**config.mk**
```make
export PLATFORM = sky130hd
export DESIGN_NAME = lcd_bf_reader
export DESIGN_NICKNAME = d
export VERILOG_FILES = /design/src/rtl/lcd_pkg.sv /design/src/rtl/lcd_phase_timer.sv /design/src/rtl/lcd_bf_reader.sv
export SDC_FILE = /design/constraint.sdc
export NUM_CORES = 1
export LEC_CHECK = 0
export BUFFER_PORTS_ARGS = -buffer_cell sky130_fd_sc_hd__buf_2
export CORE_UTILIZATION = 51
export DETAILED_ROUTE_END_ITERATION = 6
export PLACE_DENSITY = 0.81
export SYNTH_ARGS = -nofsm -noshare
export SYNTH_HDL_FRONTEND = slang
export SYNTH_HIERARCHICAL = 1
export SYNTH_SLANG_ARGS = --single-unit
```
**constraint.sdc**
```tcl
create_clock -name clk -period 6.3 [get_ports clk]
set_input_delay 0.945 -clock clk [delete_from_list [all_inputs] [get_ports clk]]
set_output_delay 0.945 -clock clk [all_outputs]
set_load 0.02 [all_outputs]
```
**src/rtl/lcd_pkg.sv**
```systemverilog
// lcd_pkg: shared types and constants for the LCD read path.
//   state_e          read-cycle FSM states
//   LCD_DB_W         LCD data bus width
//   LCD_T_*_DEF      default phase lengths in clock cycles
//   LCD_BF_BIT/AC_*  status byte layout (busy flag, address counter)
//   lcd_max3()       largest of three cycle counts, sizes the phase timer
package lcd_pkg;

    typedef enum logic [2:0] {
        S_IDLE,
        S_SETUP,
        S_EHIGH,
        S_ELOW,
        S_DONE
    } state_e;

    localparam int LCD_DB_W       = 8;
    localparam int LCD_T_AS_DEF   = 2;
    localparam int LCD_T_EH_DEF   = 25;
    localparam int LCD_T_EL_DEF   = 25;
    localparam int LCD_POLLS_DEF  = 255;
    localparam int LCD_BF_BIT     = 7;
    localparam int LCD_AC_MSB     = 6;
    localparam int LCD_AC_W       = LCD_AC_MSB + 1;

    function automatic int lcd_max3(input int a, input int b, input int c);
        int m;
        m = (a > b) ? a : b;
        return (m > c) ? m : c;
    endfunction

endpackage

```
**src/rtl/lcd_phase_timer.sv**
```systemverilog
// lcd_phase_timer: loadable down-counter that times each bus phase.
//   clk, rst     clock, asynchronous active-low reset
//   load         load load_val this cycle (takes priority over counting)
//   load_val     cycles remaining minus one for the new phase
//   zero         counter has expired; the current phase ends on this edge
module lcd_phase_timer #(
    parameter int W = 5
) (
    input  logic         clk,
    input  logic         rst,
    input  logic         load,
    input  logic [W-1:0] load_val,
    output logic         zero
);

    logic [W-1:0] cnt_q, cnt_d;

    assign zero = (cnt_q == '0);

    always_comb cnt_d = load ? load_val : (zero ? cnt_q : cnt_q - 1'b1);

    always_ff @(posedge clk or negedge rst)
        if (!rst) cnt_q <= '0;
        else      cnt_q <= cnt_d;

endmodule

```
**src/rtl/lcd_bf_reader.sv**
```systemverilog
// lcd_bf_reader: HD44780 read-cycle controller (status/busy-flag and data reads).
//   clk, rst                 clock, asynchronous active-low reset
//   req, rs_sel, poll        start a read (status or data), optionally poll BF
//   ready, done              idle indicator, one-cycle completion pulse
//   rdata, busy_flag,        last byte read, and BF/AC of the last status read
//   addr_cnt, timeout        timeout: polling gave up after MAX_POLLS reads
//   lcd_rs, lcd_rw, lcd_e    LCD control pins, all registered
//   lcd_db_in                LCD data bus input
//   bus_own                  this block currently owns the LCD control pins
// Build option: define LCD_NIBBLE_MODE_EN for a 4-bit bus (two E pulses per
// byte, high nibble first, data taken from lcd_db_in[7:4]).
module lcd_bf_reader
    import lcd_pkg::*;
#(
    parameter int T_AS_CYC  = LCD_T_AS_DEF,
    parameter int T_EH_CYC  = LCD_T_EH_DEF,
    parameter int T_EL_CYC  = LCD_T_EL_DEF,
    parameter int MAX_POLLS = LCD_POLLS_DEF
) (
    input  logic                clk,
    input  logic                rst,
    input  logic                req,
    input  logic                rs_sel,
    input  logic                poll,
    output logic                ready,
    output logic                done,
    output logic [LCD_DB_W-1:0] rdata,
    output logic                busy_flag,
    output logic [LCD_AC_W-1:0] addr_cnt,
    output logic                timeout,
    output logic                lcd_rs,
    output logic                lcd_rw,
    output logic                lcd_e,
    input  logic [LCD_DB_W-1:0] lcd_db_in,
    output logic                bus_own
);

    localparam int TW = $clog2(lcd_max3(T_AS_CYC, T_EH_CYC, T_EL_CYC) + 1);
    localparam int PW = $clog2(MAX_POLLS + 1);
    localparam logic [TW-1:0] LD_AS = TW'(T_AS_CYC - 1);
    localparam logic [TW-1:0] LD_EH = TW'(T_EH_CYC - 1);
    localparam logic [TW-1:0] LD_EL = TW'(T_EL_CYC - 1);

    state_e                state_q, state_d;
    logic                  rs_q, rs_d, poll_q, poll_d;
    logic [PW-1:0]         cnt_q, cnt_d;
    logic [LCD_DB_W-1:0]   rdata_q, rdata_d, rd_byte;
    logic                  bf_q, bf_d, timeout_q, timeout_d;
    logic [LCD_AC_W-1:0]   ac_q, ac_d;
    logic                  ready_q, ready_d, done_q, done_d;
    logic                  lcd_rs_q, lcd_rs_d, lcd_rw_q, lcd_rw_d;
    logic                  lcd_e_q, lcd_e_d, own_q, own_d;
    logic                  ld, zero;
    logic [TW-1:0]         ld_val;
`ifdef LCD_NIBBLE_MODE_EN
    logic                  half_q, half_d;
    logic [3:0]            nib_q, nib_d;
`endif

    lcd_phase_timer #(.W(TW)) u_timer (
        .clk      (clk),
        .rst      (rst),
        .load     (ld),
        .load_val (ld_val),
        .zero     (zero)
    );

`ifdef LCD_NIBBLE_MODE_EN
    assign rd_byte = {nib_q, lcd_db_in[7:4]};
`else
    assign rd_byte = lcd_db_in;
`endif

    always_comb begin
        state_d   = state_q;
        rs_d      = rs_q;
        poll_d    = poll_q;
        cnt_d     = cnt_q;
        rdata_d   = rdata_q;
        bf_d      = bf_q;
        ac_d      = ac_q;
        timeout_d = timeout_q;
        ld        = 1'b0;
        ld_val    = LD_AS;
`ifdef LCD_NIBBLE_MODE_EN
        half_d    = half_q;
        nib_d     = nib_q;
`endif
        unique case (state_q)
            S_IDLE: if (req) begin
                state_d   = S_SETUP;
                rs_d      = rs_sel;
                poll_d    = poll & ~rs_sel;
                cnt_d     = '0;
                timeout_d = 1'b0;
                ld        = 1'b1;
                ld_val    = LD_AS;
            end
            S_SETUP: if (zero) begin
                state_d = S_EHIGH;
                ld      = 1'b1;
                ld_val  = LD_EH;
`ifdef LCD_NIBBLE_MODE_EN
                half_d  = 1'b0;
`endif
            end
            S_EHIGH: if (zero) begin
                state_d = S_ELOW;
                ld      = 1'b1;
                ld_val  = LD_EL;
`ifdef LCD_NIBBLE_MODE_EN
                if (!half_q) nib_d = lcd_db_in[7:4];
                else
`endif
                begin
                    // Byte complete: one poll count per byte read
                    rdata_d = rd_byte;
                    cnt_d   = cnt_q + PW'(1);
                    if (!rs_q) begin
                        bf_d = rd_byte[LCD_BF_BIT];
                        ac_d = rd_byte[LCD_AC_MSB:0];
                    end
                end
            end
            S_ELOW: if (zero) begin
`ifdef LCD_NIBBLE_MODE_EN
                // Low nibble follows straight after, RS/RW already settled
                if (!half_q) begin
                    state_d = S_EHIGH;
                    half_d  = 1'b1;
                    ld      = 1'b1;
                    ld_val  = LD_EH;
                end else
`endif
                if (poll_q && bf_q && cnt_q < PW'(MAX_POLLS)) begin
                    state_d = S_SETUP;
                    ld      = 1'b1;
                    ld_val  = LD_AS;
                end else begin
                    state_d   = S_DONE;
                    timeout_d = poll_q & bf_q;
                end
            end
            S_DONE:  state_d = S_IDLE;
            default: state_d = S_IDLE;
        endcase
        // Pin/handshake outputs are decoded from the next state and registered
        ready_d  = (state_d == S_IDLE);
        done_d   = (state_d == S_DONE);
        lcd_e_d  = (state_d == S_EHIGH);
        own_d    = (state_d == S_SETUP) || (state_d == S_EHIGH) || (state_d == S_ELOW);
        lcd_rw_d = own_d;
        lcd_rs_d = own_d & rs_d;
    end

    always_ff @(posedge clk or negedge rst)
        if (!rst) begin
            state_q   <= S_IDLE;
            rs_q      <= 1'b0;
            poll_q    <= 1'b0;
            cnt_q     <= '0;
            rdata_q   <= '0;
            bf_q      <= 1'b0;
            ac_q      <= '0;
            timeout_q <= 1'b0;
            ready_q   <= 1'b1;
            done_q    <= 1'b0;
            lcd_rs_q  <= 1'b0;
            lcd_rw_q  <= 1'b0;
            lcd_e_q   <= 1'b0;
            own_q     <= 1'b0;
`ifdef LCD_NIBBLE_MODE_EN
            half_q    <= 1'b0;
            nib_q     <= '0;
`endif
        end else begin
            state_q   <= state_d;
            rs_q      <= rs_d;
            poll_q    <= poll_d;
            cnt_q     <= cnt_d;
            rdata_q   <= rdata_d;
            bf_q      <= bf_d;
            ac_q      <= ac_d;
            timeout_q <= timeout_d;
            ready_q   <= ready_d;
            done_q    <= done_d;
            lcd_rs_q  <= lcd_rs_d;
            lcd_rw_q  <= lcd_rw_d;
            lcd_e_q   <= lcd_e_d;
            own_q     <= own_d;
`ifdef LCD_NIBBLE_MODE_EN
            half_q    <= half_d;
            nib_q     <= nib_d;
`endif
        end

    assign ready     = ready_q;
    assign done      = done_q;
    assign rdata     = rdata_q;
    assign busy_flag = bf_q;
    assign addr_cnt  = ac_q;
    assign timeout   = timeout_q;
    assign lcd_rs    = lcd_rs_q;
    assign lcd_rw    = lcd_rw_q;
    assign lcd_e     = lcd_e_q;
    assign bus_own   = own_q;

endmodule

```
-- After elaboration in Yosys (flattened, before gate mapping)
Index checks and enable logic that the tools add are counted.
Widths: inputs -> output; s select.
- register bits: 40
- bits in latches: 0
- RAM bits: 0
- memory bits (read-only): 0
- input port bits: 13
- output and inout port bits: 23
- logic and storage cells: 73
- memories kept: 0
- add/subtract/negate cells: 2
- $mul: 0
- divide/modulo/power cells: 0
- magnitude comparators: 1
- equality and inequality tests: 12
- shift operators: 0
- mux-type cells: 24
- bitwise gates (word level): 5
- reductions and logical operators: 15
- operators with widths (cell ; number):
    $mux 5 ; 4
    $mux 8 ; 2
    $pmux 8 s2 ; 1
    $mux 3 ; 5
    $eq 3x2->1 const B ; 4
    $pmux 3 s4 ; 1
    $mux 1 ; 9
    $add 8x1->8 const B ; 1
    $lt 8x8->1 const B ; 1
    $eq 3x1->1 const B ; 2
    $logic_not 3->1 ; 2
    $ne 2x1->1 const B ; 3
    $reduce_and 3->1 ; 2
    $logic_not 5->1 ; 1
    $sub 5x1->5 const B ; 1
    $ne 2x2->1 const B ; 2
    $reduce_and 2->1 ; 2
    $reduce_and 4->1 ; 1
    $reduce_bool 2->1 ; 2
    $and 1x1->1 ; 3
    $eq 3x3->1 const B ; 1
    $pmux 1 s3 ; 1
    $logic_and 1x1->1 ; 2
    $logic_or 1x1->1 ; 2
    other kinds (3) ; 4

-- Depth between registers and ports, before layout
Gate-level depths: netlist of run 1.
- depth after elaboration: 9
- gate-level depth with buffers: 10
- mapped depth without buffers: 8

-- Hierarchy
Netlist of run 1, hierarchy kept.
- modules (own cells, without submodules) (module ; times used ; cells each ; area each (um2) ; seq. area each (um2)):
    lcd_bf_reader ; 1 ; 151 ; 1599.0 ; 877.1
    lcd_phase_timer ; 1 ; 27 ; 279.0 ; 125.1

-- Worst setup path before layout of run 1
OpenSTA, ideal clock, no wires.
- kind: reg2reg
- start point: register u_timer.cnt_q[0]
- end point: register u_timer.cnt_q[4]
- setup time: 138 ps
- data arrival time: 2105 ps
- required time: 6162 ps
- setup slack: 4057 ps
- cell stages (with the launch flop): 10
- path buffers: 2
- period minus slack after synthesis: 2243 ps
- cells stage by stage: dfrtp_1 inv_1 ha_1 nor4b_4 buf_2 and4b_1 o2111ai_1 nand3_1 clkbuf_1 o21ai_0
- longest elaborated chain between the ends: 4
- elaborated cells between the ends (all ways): 10
- those cells by class: add/sub (1); eq/ne (1); mux (7); reduce/logical (1)
- ends and longest elaborated chain (item ; RTL line ; RTL):
    from (decl) ; lcd_phase_timer.sv:16 ; logic [W-1:0] cnt_q, cnt_d;
    from (signal assigned) ; lcd_phase_timer.sv:24 ; else cnt_q <= cnt_d;
    $logic_not 5->1 (*) ; lcd_phase_timer.sv:18 ; assign zero = (cnt_q == '0);
    via zero ; lcd_bf_reader.sv:53 ; logic ld, zero;
    $mux 1, on equally long branches ; lcd_bf_reader.sv:125, lcd_bf_reader.sv:99, lcd_bf_reader.sv:107 ;
    $pmux 1 s3 (*) ; lcd_bf_reader.sv:89 ; unique case (state_q)
    via ld ; lcd_bf_reader.sv:53 ;
    $ne 2x1->1 (no line) or $mux 5 (tied branches) ; - ;
Mark *: on every way through the listed nets, which the timed path passes. The rest lies on a longest branch. The select of a mux whose other input is x is not followed.
A chain may end at the register's enable or synchronous reset.

-- Worst setup path in the final report of run 1
- start point: register u_timer.cnt_q[0]
- end point: register bf_q (netlist: busy_flag)
- longest elaborated chain between the ends: 2
- ends and longest elaborated chain (item ; RTL line ; RTL):
    $logic_not 5->1 ; lcd_phase_timer.sv:18 ;
    via zero ; lcd_bf_reader.sv:53 ;
    $reduce_and 3->1 (no line) ; - ;
    to (signal assigned) ; lcd_bf_reader.sv:163 ; bf_q <= 1'b0;
    to (signal assigned) ; lcd_bf_reader.sv:182 ; bf_q <= bf_d;
    to (decl) ; lcd_bf_reader.sv:48 ; logic bf_q, bf_d, timeout_q, timeout_d;
The timed path passes the listed nets, and every way through them passes these cells.

==> results of run 1 <==
flip-flops by register name (all words and copies together) (netlist names):
register and cells:
addr_cnt 7, bus_own 1, busy_flag 1, cnt_q 8, done 1, lcd_e 1
lcd_rs 1, poll_q 1, rdata 8, ready 1, rs_q 1, state_q 3
timeout 1, u_timer/cnt_q 5
synth_stat cells (3+ instances only):
cell	n	area, um2
sky130_fd_sc_hd__buf_2	5	25.0
sky130_fd_sc_hd__a21oi_1	7	35.0
sky130_fd_sc_hd__clkbuf_1	3	11.3
sky130_fd_sc_hd__nor2_1	4	15.0
sky130_fd_sc_hd__inv_1	5	18.8
sky130_fd_sc_hd__xnor2_1	3	26.3
sky130_fd_sc_hd__o21a_1	3	22.5
sky130_fd_sc_hd__nand2_1	41	154
sky130_fd_sc_hd__nand3b_1	3	22.5
sky130_fd_sc_hd__nand3_1	3	15.0
sky130_fd_sc_hd__mux2_2	11	124
sky130_fd_sc_hd__dfrtp_1	39	976
sky130_fd_sc_hd__mux2i_1	3	30.0
sky130_fd_sc_hd__o31ai_1	6	45.0
sky130_fd_sc_hd__o21ai_0	5	25.0
final cells by class:
type	count	area (um2)	area share, %
tap	46	57.6	2.66
sequential	40	1000	46.3
inverter	5	18.8	0.867
multi-input combinational	124	812	37.5
timing repair buffer	35	175	8.09
clock buffer	8	100	4.62
critical path: stages (launching register included):
cell	delay, ns
sky130_fd_sc_hd__dfrtp_1	0.38
sky130_fd_sc_hd__inv_1	0.09
sky130_fd_sc_hd__ha_1	0.21
sky130_fd_sc_hd__nor4b_4	0.62
sky130_fd_sc_hd__nand4bb_1	0.64
sky130_fd_sc_hd__nor2_2	0.56
sky130_fd_sc_hd__mux2_2	0.39
layer usage:
layer	vias to the layer above	wire length (um)	share of wire (%)
met5	-	0	0
met4	0	63	1.9
met3	7	169	5.0
met2	37	1600	47
met1	674	1550	46
li1	682	-	-
worst min path at each step:
stage | from | endpoint | slack [ns] | depth (start not counted)
after global placement | rdata[4]$_DFFE_PN0P_ | rdata[4]$_DFFE_PN0P_ | 0.45 | 2
after CTS | rdata[3]$_DFFE_PN0P_ | rdata[3]$_DFFE_PN0P_ | 0.48 | 2
after floorplan | poll_q$_DFFE_PN0P_ | poll_q$_DFFE_PN0P_ | 0.46 | 2
final | rdata[3]$_DFFE_PN0P_ | rdata[3]$_DFFE_PN0P_ | 0.48 | 2
after detailed placement | rdata[0]$_DFFE_PN0P_ | rdata[0]$_DFFE_PN0P_ | 0.46 | 2
after global routing | timeout$_DFFE_PN0P_ | timeout$_DFFE_PN0P_ | 0.51 | 1
logic make-up after synthesis:
group                    synth area share (%)
AND/OR/NAND/NOR                          21.8
flip-flops                               53.4
AO/OA/AOI/OAI                            9.66
buffers and inverters                    3.60
multiplexers                             8.19
XOR/XNOR                                 1.87
adder cells (fa/ha/maj)                  1.33
other                                   0.200
power by group through the flow:
stage	clock, mW	combinational, mW	sequential [mW]
finish	0.180	0.380	0.436
global route	0.198	0.419	0.450
CTS	0.188	0.383	0.436
detailed placement	0	0.383	0.438
global placement	0	0.374	0.438
floorplan	0	0.237	0.482
==> results.rst, run 1 <==
.. list-table::
   :header-rows: 1

   * - Metric
     - Value
   * - Synthesized area per cell
     - 10.6 um2
   * - Total number of nets in the final design
     - between 200 and 250
   * - Cells resized by post-CTS repair
     - 0
   * - Top library cells by usage in the layout, fill and taps aside
     - sky130_fd_sc_hd__nand2_1 (41), sky130_fd_sc_hd__dfrtp_1 (39), sky130_fd_sc_hd__buf_2 (35), sky130_fd_sc_hd__mux2_2 (11)
   * - Met2 Usage GRT
     - between 30% and 40%
   * - Tightest Hold Check Type
     - reg2reg
   * - EDFF count, synth
     - 0
   * - Clk buf depth
     - 2
   * - Number of failing hold endpoints at the final stage
     - 0
   * - Startpoint of the worst register-to-register path
     - u_timer/cnt_q[0]$_DFFE_PN0P_
   * - Leading cell type in the layout, fill and taps excluded
     - sky130_fd_sc_hd__nand2_1
   * - Placed instance area
     - ~2100 um2
   * - Fraction of power consumed by combinational cells
     - between 30% and 40%
   * - Chip Height
     - 62.7 um
   * - Power spent charging and discharging nets
     - about 0.38 mW
   * - Power density relative to cell area
     - between 400 and 500 nW/um2
   * - Least setup slack across all paths after layout
     - 3.29 ns
   * - Total power consumption of the routed design
     - about 1 mW
   * - Register-to-register setup slack
     - approximately 3.3 ns
   * - CP Data Required Time
     - around 6.5 ns
   * - Part of the power in registers
     - about 44%
   * - Clk pin slew, worst setup/hold paths
     - around 0.070 ns
   * - Total setup violations reported at the end of the flow
     - 0
   * - Fraction of power consumed by the clock network
     - 18.1%
   * - First-pass GRT wire length
     - slightly above 6 mm
   * - Maximum resistive drop on vdd
     - around 0.21 mV
   * - Max H-tree Level
     - 2
   * - Finished layout cell area
     - 2170 um2
   * - Utilization after layout
     - ~63%
   * - Critical path launch point type
     - flop
   * - Total number of clock tree sinks
     - 40
   * - Reg-to-reg endpoint
     - busy_flag$_DFFE_PN0P_
   * - Cell internal power dissipation
     - a little over 0.6 mW
   * - Cell area after technology mapping
     - between 1500 and 2000 um2
   * - Total length of routed wires
     - roughly 3.4 mm
   * - Sequential-to-total area share from yosys stat
     - 53.4%
   * - Part of the cycle the worst path needs
     - a little under half
   * - Switching share of power
     - approximately 39%
   * - Layout Skew
     - roughly 0.0043 ns
   * - Worst hold-check slack
     - a little under 0.5 ns
   * - Setup crit start
     - u_timer/cnt_q[0]$_DFFE_PN0P_
   * - Met3 Usage GRT
     - between 4 and 5%
   * - Number of buffers added to fix hold violations after cts
     - 0
   * - Outcome
     - finished, final reports clean
   * - DR DRC count
     - 0
   * - Start-to-end type of the worst setup path
     - reg2reg
   * - Total Neg Setup Slack
     - 0 ns
   * - Core ar.
     - between 3000 and 4000 um2
   * - Number of antenna violations at the first check in global routing
     - 0
   * - Worst Setup End Kind
     - flop
   * - Slew headroom
     - between 40% and 50%
   * - Port Buffer Count
     - 35
   * - Ports placed on the boundary
     - 36
   * - Top flip-flop cell by instance count after synthesis
     - sky130_fd_sc_hd__dfrtp_1
   * - Count of distinct cell types in the synthesized netlist
     - 43
   * - Post-detailed-route wirelength per cell
     - approximately 13 um
   * - Number of warnings reported in the yosys synthesis log
     - 6
   * - Cts bufs inserted
     - 5
   * - Max Cap Viol
     - 0
   * - Cell at the root of the clock tree
     - sky130_fd_sc_hd__clkbuf_8
   * - Clock tree from TritonCTS
     - yes
   * - P&R area growth vs syn
     - 15.3%
   * - Post-synthesis register bit count
     - 40
   * - Top achievable clock speed
     - 333 MHz
   * - Post-DP HPWL
     - between 2 and 2.5 mm
   * - Largest net degree at the start of global routing
     - 41
   * - Share of cells above drive strength 1
     - between 20% and 30%
   * - Clk Latency, worst-skew pair
     - approximately 0.28 ns
   * - Post-route minimum period
     - ~3 ns
   * - Data arrival time of the worst path
     - ~3.2 ns
   * - M1 GR Usage
     - about a quarter
   * - Cell Rows
     - 21
   * - Total routing usage reported by global routing
     - 20.1%
   * - Gate count after technology mapping
     - 178
   * - Final-report max-slew violation count
     - 0
   * - Gp weighted congestion
     - approximately 0.74
   * - Worst-margin pin slew
     - about 0.85 ns
   * - Global route total overflow
     - 0
   * - P_leak
     - slightly above 1 nW
   * - Router iterations before antenna repair
     - 4
   * - Pre-CTS setup slack
     - roughly 3.3 ns
   * - Via count of the first global-routing pass
     - approximately 1300
   * - RSZ-0062 raised after global routing
     - no
   * - Top fanout value on the critical path
     - 15
   * - DIE AREA
     - between 3000 and 4000 um2
   * - Post-CTS setup repair buffer count
     - 0
   * - Count of vias placed by the detailed router
     - 1400
   * - Termination of the worst setup path
     - busy_flag$_DFFE_PN0P_
   * - Iter 0 DRT Violations
     - 67
   * - Most heavily used metal layer in global routing
     - met2
   * - Initial cell density of the core
     - between 50% and 60%
   * - Number of placed instances, taps included
     - 250
   * - Share of async-settable or async-resettable flops after synthesis
     - between 90% and 100%
   * - ANT nets after route
     - 0
   * - Antenna Cells
     - 0
   * - Floorplan die width
     - 62.7 um
   * - Number of fill cells in the layout
     - slightly below 300
   * - Depth of the worst register-to-register path
     - 6
   * - Final Non-Filler Cells
     - ~260
   * - Via density
     - approximately 5.4
Note: power is estimated with default switching activity, not from simulation.
==> run 2: changes to the inputs <==
--- a/config.mk
+++ b/config.mk
@@ -6,9 +6,9 @@
 export NUM_CORES = 1
 export LEC_CHECK = 0
 export BUFFER_PORTS_ARGS = -buffer_cell sky130_fd_sc_hd__buf_2
-export CORE_UTILIZATION = 51
+export CORE_UTILIZATION = 49
 export DETAILED_ROUTE_END_ITERATION = 6
-export PLACE_DENSITY = 0.81
+export PLACE_DENSITY = 0.82
 export SYNTH_ARGS = -nofsm -noshare
 export SYNTH_HDL_FRONTEND = slang
 export SYNTH_HIERARCHICAL = 1
==> constraint.sdc (replaced) <==
create_clock -name clk -period 2.5 [get_ports clk]
set_input_delay 0.375 -clock clk [delete_from_list [all_inputs] [get_ports clk]]
set_output_delay 0.375 -clock clk [all_outputs]
set_load 0.02 [all_outputs]
==> results.rst, run 2 (same netlist as run 1, synthesis figures left out) <==
.. list-table::
   :header-rows: 1

   * - Metric
     - Value
   * - Number of buffers added to fix hold violations after cts
     - 0
   * - Top fanout value on the critical path
     - 10
   * - Port Buffer Count
     - 35
   * - P&R area growth vs syn
     - 17.3%
   * - Met2 Usage GRT
     - a little under a third
   * - Cell Rows
     - 22
   * - Worst Setup End Kind
     - flop
   * - Total length of routed wires
     - 3.66 mm
   * - Least setup slack across all paths after layout
     - between 0.2 and 0.25 ns
   * - Top library cells by usage in the layout, fill and taps aside
     - sky130_fd_sc_hd__nand2_1 (41), sky130_fd_sc_hd__dfrtp_1 (39), sky130_fd_sc_hd__buf_2 (35), sky130_fd_sc_hd__mux2_2 (11), sky130_fd_sc_hd__a21oi_1 (7)
   * - Start-to-end type of the worst setup path
     - reg2reg
   * - Worst hold-check slack
     - roughly 0.19 ns
   * - Gp weighted congestion
     - around 0.76
   * - Max Cap Viol
     - 0
   * - Power density relative to cell area
     - roughly 1200 nW/um2
   * - Total routing usage reported by global routing
     - between 20% and 30%
   * - Top achievable clock speed
     - 436 MHz
   * - DIE AREA
     - between 4000 and 5000 um2
   * - Core ar.
     - about 3700 um2
   * - Ports placed on the boundary
     - 36
   * - Startpoint of the worst register-to-register path
     - u_timer/cnt_q[0]$_DFFE_PN0P_
   * - DR DRC count
     - 0
   * - Register-to-register setup slack
     - between 0.2 and 0.25 ns
   * - Tightest Hold Check Type
     - in2async
   * - Initial cell density of the core
     - 51.3%
   * - Total number of clock tree sinks
     - 40
   * - Final-report max-slew violation count
     - 0
   * - Count of vias placed by the detailed router
     - between 1000 and 1500
   * - Number of failing hold endpoints at the final stage
     - 0
   * - Router iterations before antenna repair
     - 4
   * - CP max stage delay
     - just under 0.4 ns
   * - Pre-CTS setup slack
     - between 0.2 and 0.3 ns
   * - ANT nets after route
     - 0
   * - Clock tree from TritonCTS
     - yes
   * - Combined buffer and inverter count along the critical path
     - 1
   * - Critical path launch point type
     - flop
   * - Slew headroom
     - 42.0%
   * - Global route total overflow
     - 0
   * - Post-route minimum period
     - 2.29 ns
   * - Met3 Usage GRT
     - roughly 6%
   * - Via count of the first global-routing pass
     - 1451
   * - Leading cell type in the layout, fill and taps excluded
     - sky130_fd_sc_hd__nand2_1
   * - Via density
     - roughly 5.4
   * - M1 GR Usage
     - between 20% and 30%
   * - Data arrival time of the worst path
     - approximately 2.5 ns
   * - Floorplan die width
     - ~64 um
   * - Clk Latency, worst-skew pair
     - just under 0.3 ns
   * - CP Data Required Time
     - 2.68 ns
   * - Worst-margin pin slew
     - roughly 0.87 ns
   * - Total setup violations reported at the end of the flow
     - 0
   * - Cells resized by post-CTS repair
     - 0
   * - Critical path's top delay family
     - simple AND/OR/NAND/NOR gates
   * - P_leak
     - between 1 and 1.5 nW
   * - Share of cells above drive strength 1
     - 30.2%
   * - Post-detailed-route wirelength per cell
     - 13.9 um
   * - Depth of the worst register-to-register path
     - 8
   * - Outcome
     - finished, final reports clean
   * - Post-DP HPWL
     - 2.54 mm
   * - Most heavily used metal layer in global routing
     - met2
   * - Cell at the root of the clock tree
     - sky130_fd_sc_hd__clkbuf_8
   * - First-pass GRT wire length
     - between 6 and 7 mm
   * - Clk buf depth
     - 2
   * - Cells along the critical path
     - inv_1 > ha_1 > nor4b_4 > and4b_1 > o2111ai_1 > nand3_1 > nand2_1 > o31ai_1
   * - RSZ-0062 raised after global routing
     - no
   * - Clk pin slew, worst setup/hold paths
     - roughly 0.080 ns
   * - Antenna Cells
     - 0
   * - Slowest-stage cell, CP
     - sky130_fd_sc_hd__nor4b_4
   * - Cts bufs inserted
     - 5
   * - Post-CTS setup repair buffer count
     - 0
   * - Reg-to-reg endpoint
     - u_timer/cnt_q[3]$_DFFE_PN0P_
   * - Part of the cycle the worst path needs
     - 91.7%
   * - Layout Skew
     - 0.00469 ns
   * - Total Neg Setup Slack
     - 0 ns
   * - Maximum resistive drop on vdd
     - between 0.6 and 0.7 mV
   * - Largest net degree at the start of global routing
     - just over 40
   * - Max H-tree Level
     - 2
   * - Number of antenna violations at the first check in global routing
     - 0
   * - Total number of nets in the final design
     - around 230
   * - Iter 0 DRT Violations
     - between 100 and 150
   * - Chip Height
     - ~64 um
==> run 2: cell count changes in the layout (fill, tap and decap cells not counted), sizes merged <==
cell	change
clkinvlp	+1
clkinv	+1
buf	+3
clkbuf	-3
bufinv	+1
==> run 2: worst max-delay path by stage <==
stage          cells after the start                      endpoint  slack (ns)                          from
2_1_floorplan                      9  u_timer/cnt_q[4]$_DFFE_PN0P_        0.26  u_timer/cnt_q[0]$_DFFE_PN0P_
3_3_place_gp                       7  u_timer/cnt_q[2]$_DFFE_PN0P_        0.36  u_timer/cnt_q[0]$_DFFE_PN0P_
3_5_place_dp                       7  u_timer/cnt_q[3]$_DFFE_PN0P_        0.26  u_timer/cnt_q[0]$_DFFE_PN0P_
4_1_cts                            8  u_timer/cnt_q[3]$_DFFE_PN0P_        0.24  u_timer/cnt_q[0]$_DFFE_PN0P_
5_1_grt                            8  u_timer/cnt_q[3]$_DFFE_PN0P_        0.05  u_timer/cnt_q[0]$_DFFE_PN0P_
6_report                           8  u_timer/cnt_q[3]$_DFFE_PN0P_        0.21  u_timer/cnt_q[0]$_DFFE_PN0P_
==> run 2: metal layers <==
layer  vias to the layer above  routed length [um]  share of wire, %
met3                        13                 223               6.1
li1                        687                   -                 -
met2                        44                1660                45
met1                       685                1700                47
met4                         0                  74               2.0
met5                         -                   0                 0
==> run 2: report_power, final <==
group / internal [mW] / switching (mW)
combinational: 0.416 / 0.569
clock: 0.295 / 0.225
sequential: 0.886 / 0.220
==> run 2: area by class of cell <==
type / instances / area (um2)
clock buffers: 5 / 68.8
clock inverters: 3 / 42.5
fillers: 332 / 1460
inverters: 5 / 18.8
multi-input cells: 124 / 812
flip-flops and latches: 40 / 1000
well taps: 48 / 60.1
repair buffers: 38 / 198
==> run 2: metrics by stage <==
| stage | power (mW) | utilization, % | cell area [um2] | std cells |
|---|---|---|---|---|
| after floorplan | 1.81 | - | 1880 | 179 |
| after CTS | 2.63 | 60.2 | 2200 | 263 |
| after detailed placement | 2.10 | 57.1 | 2090 | 255 |
| after global placement | 2.06 | 57.1 | 2090 | 255 |
| final | 2.61 | 60.2 | 2200 | 263 |
| after global routing | 2.79 | 60.2 | 2200 | 263 |
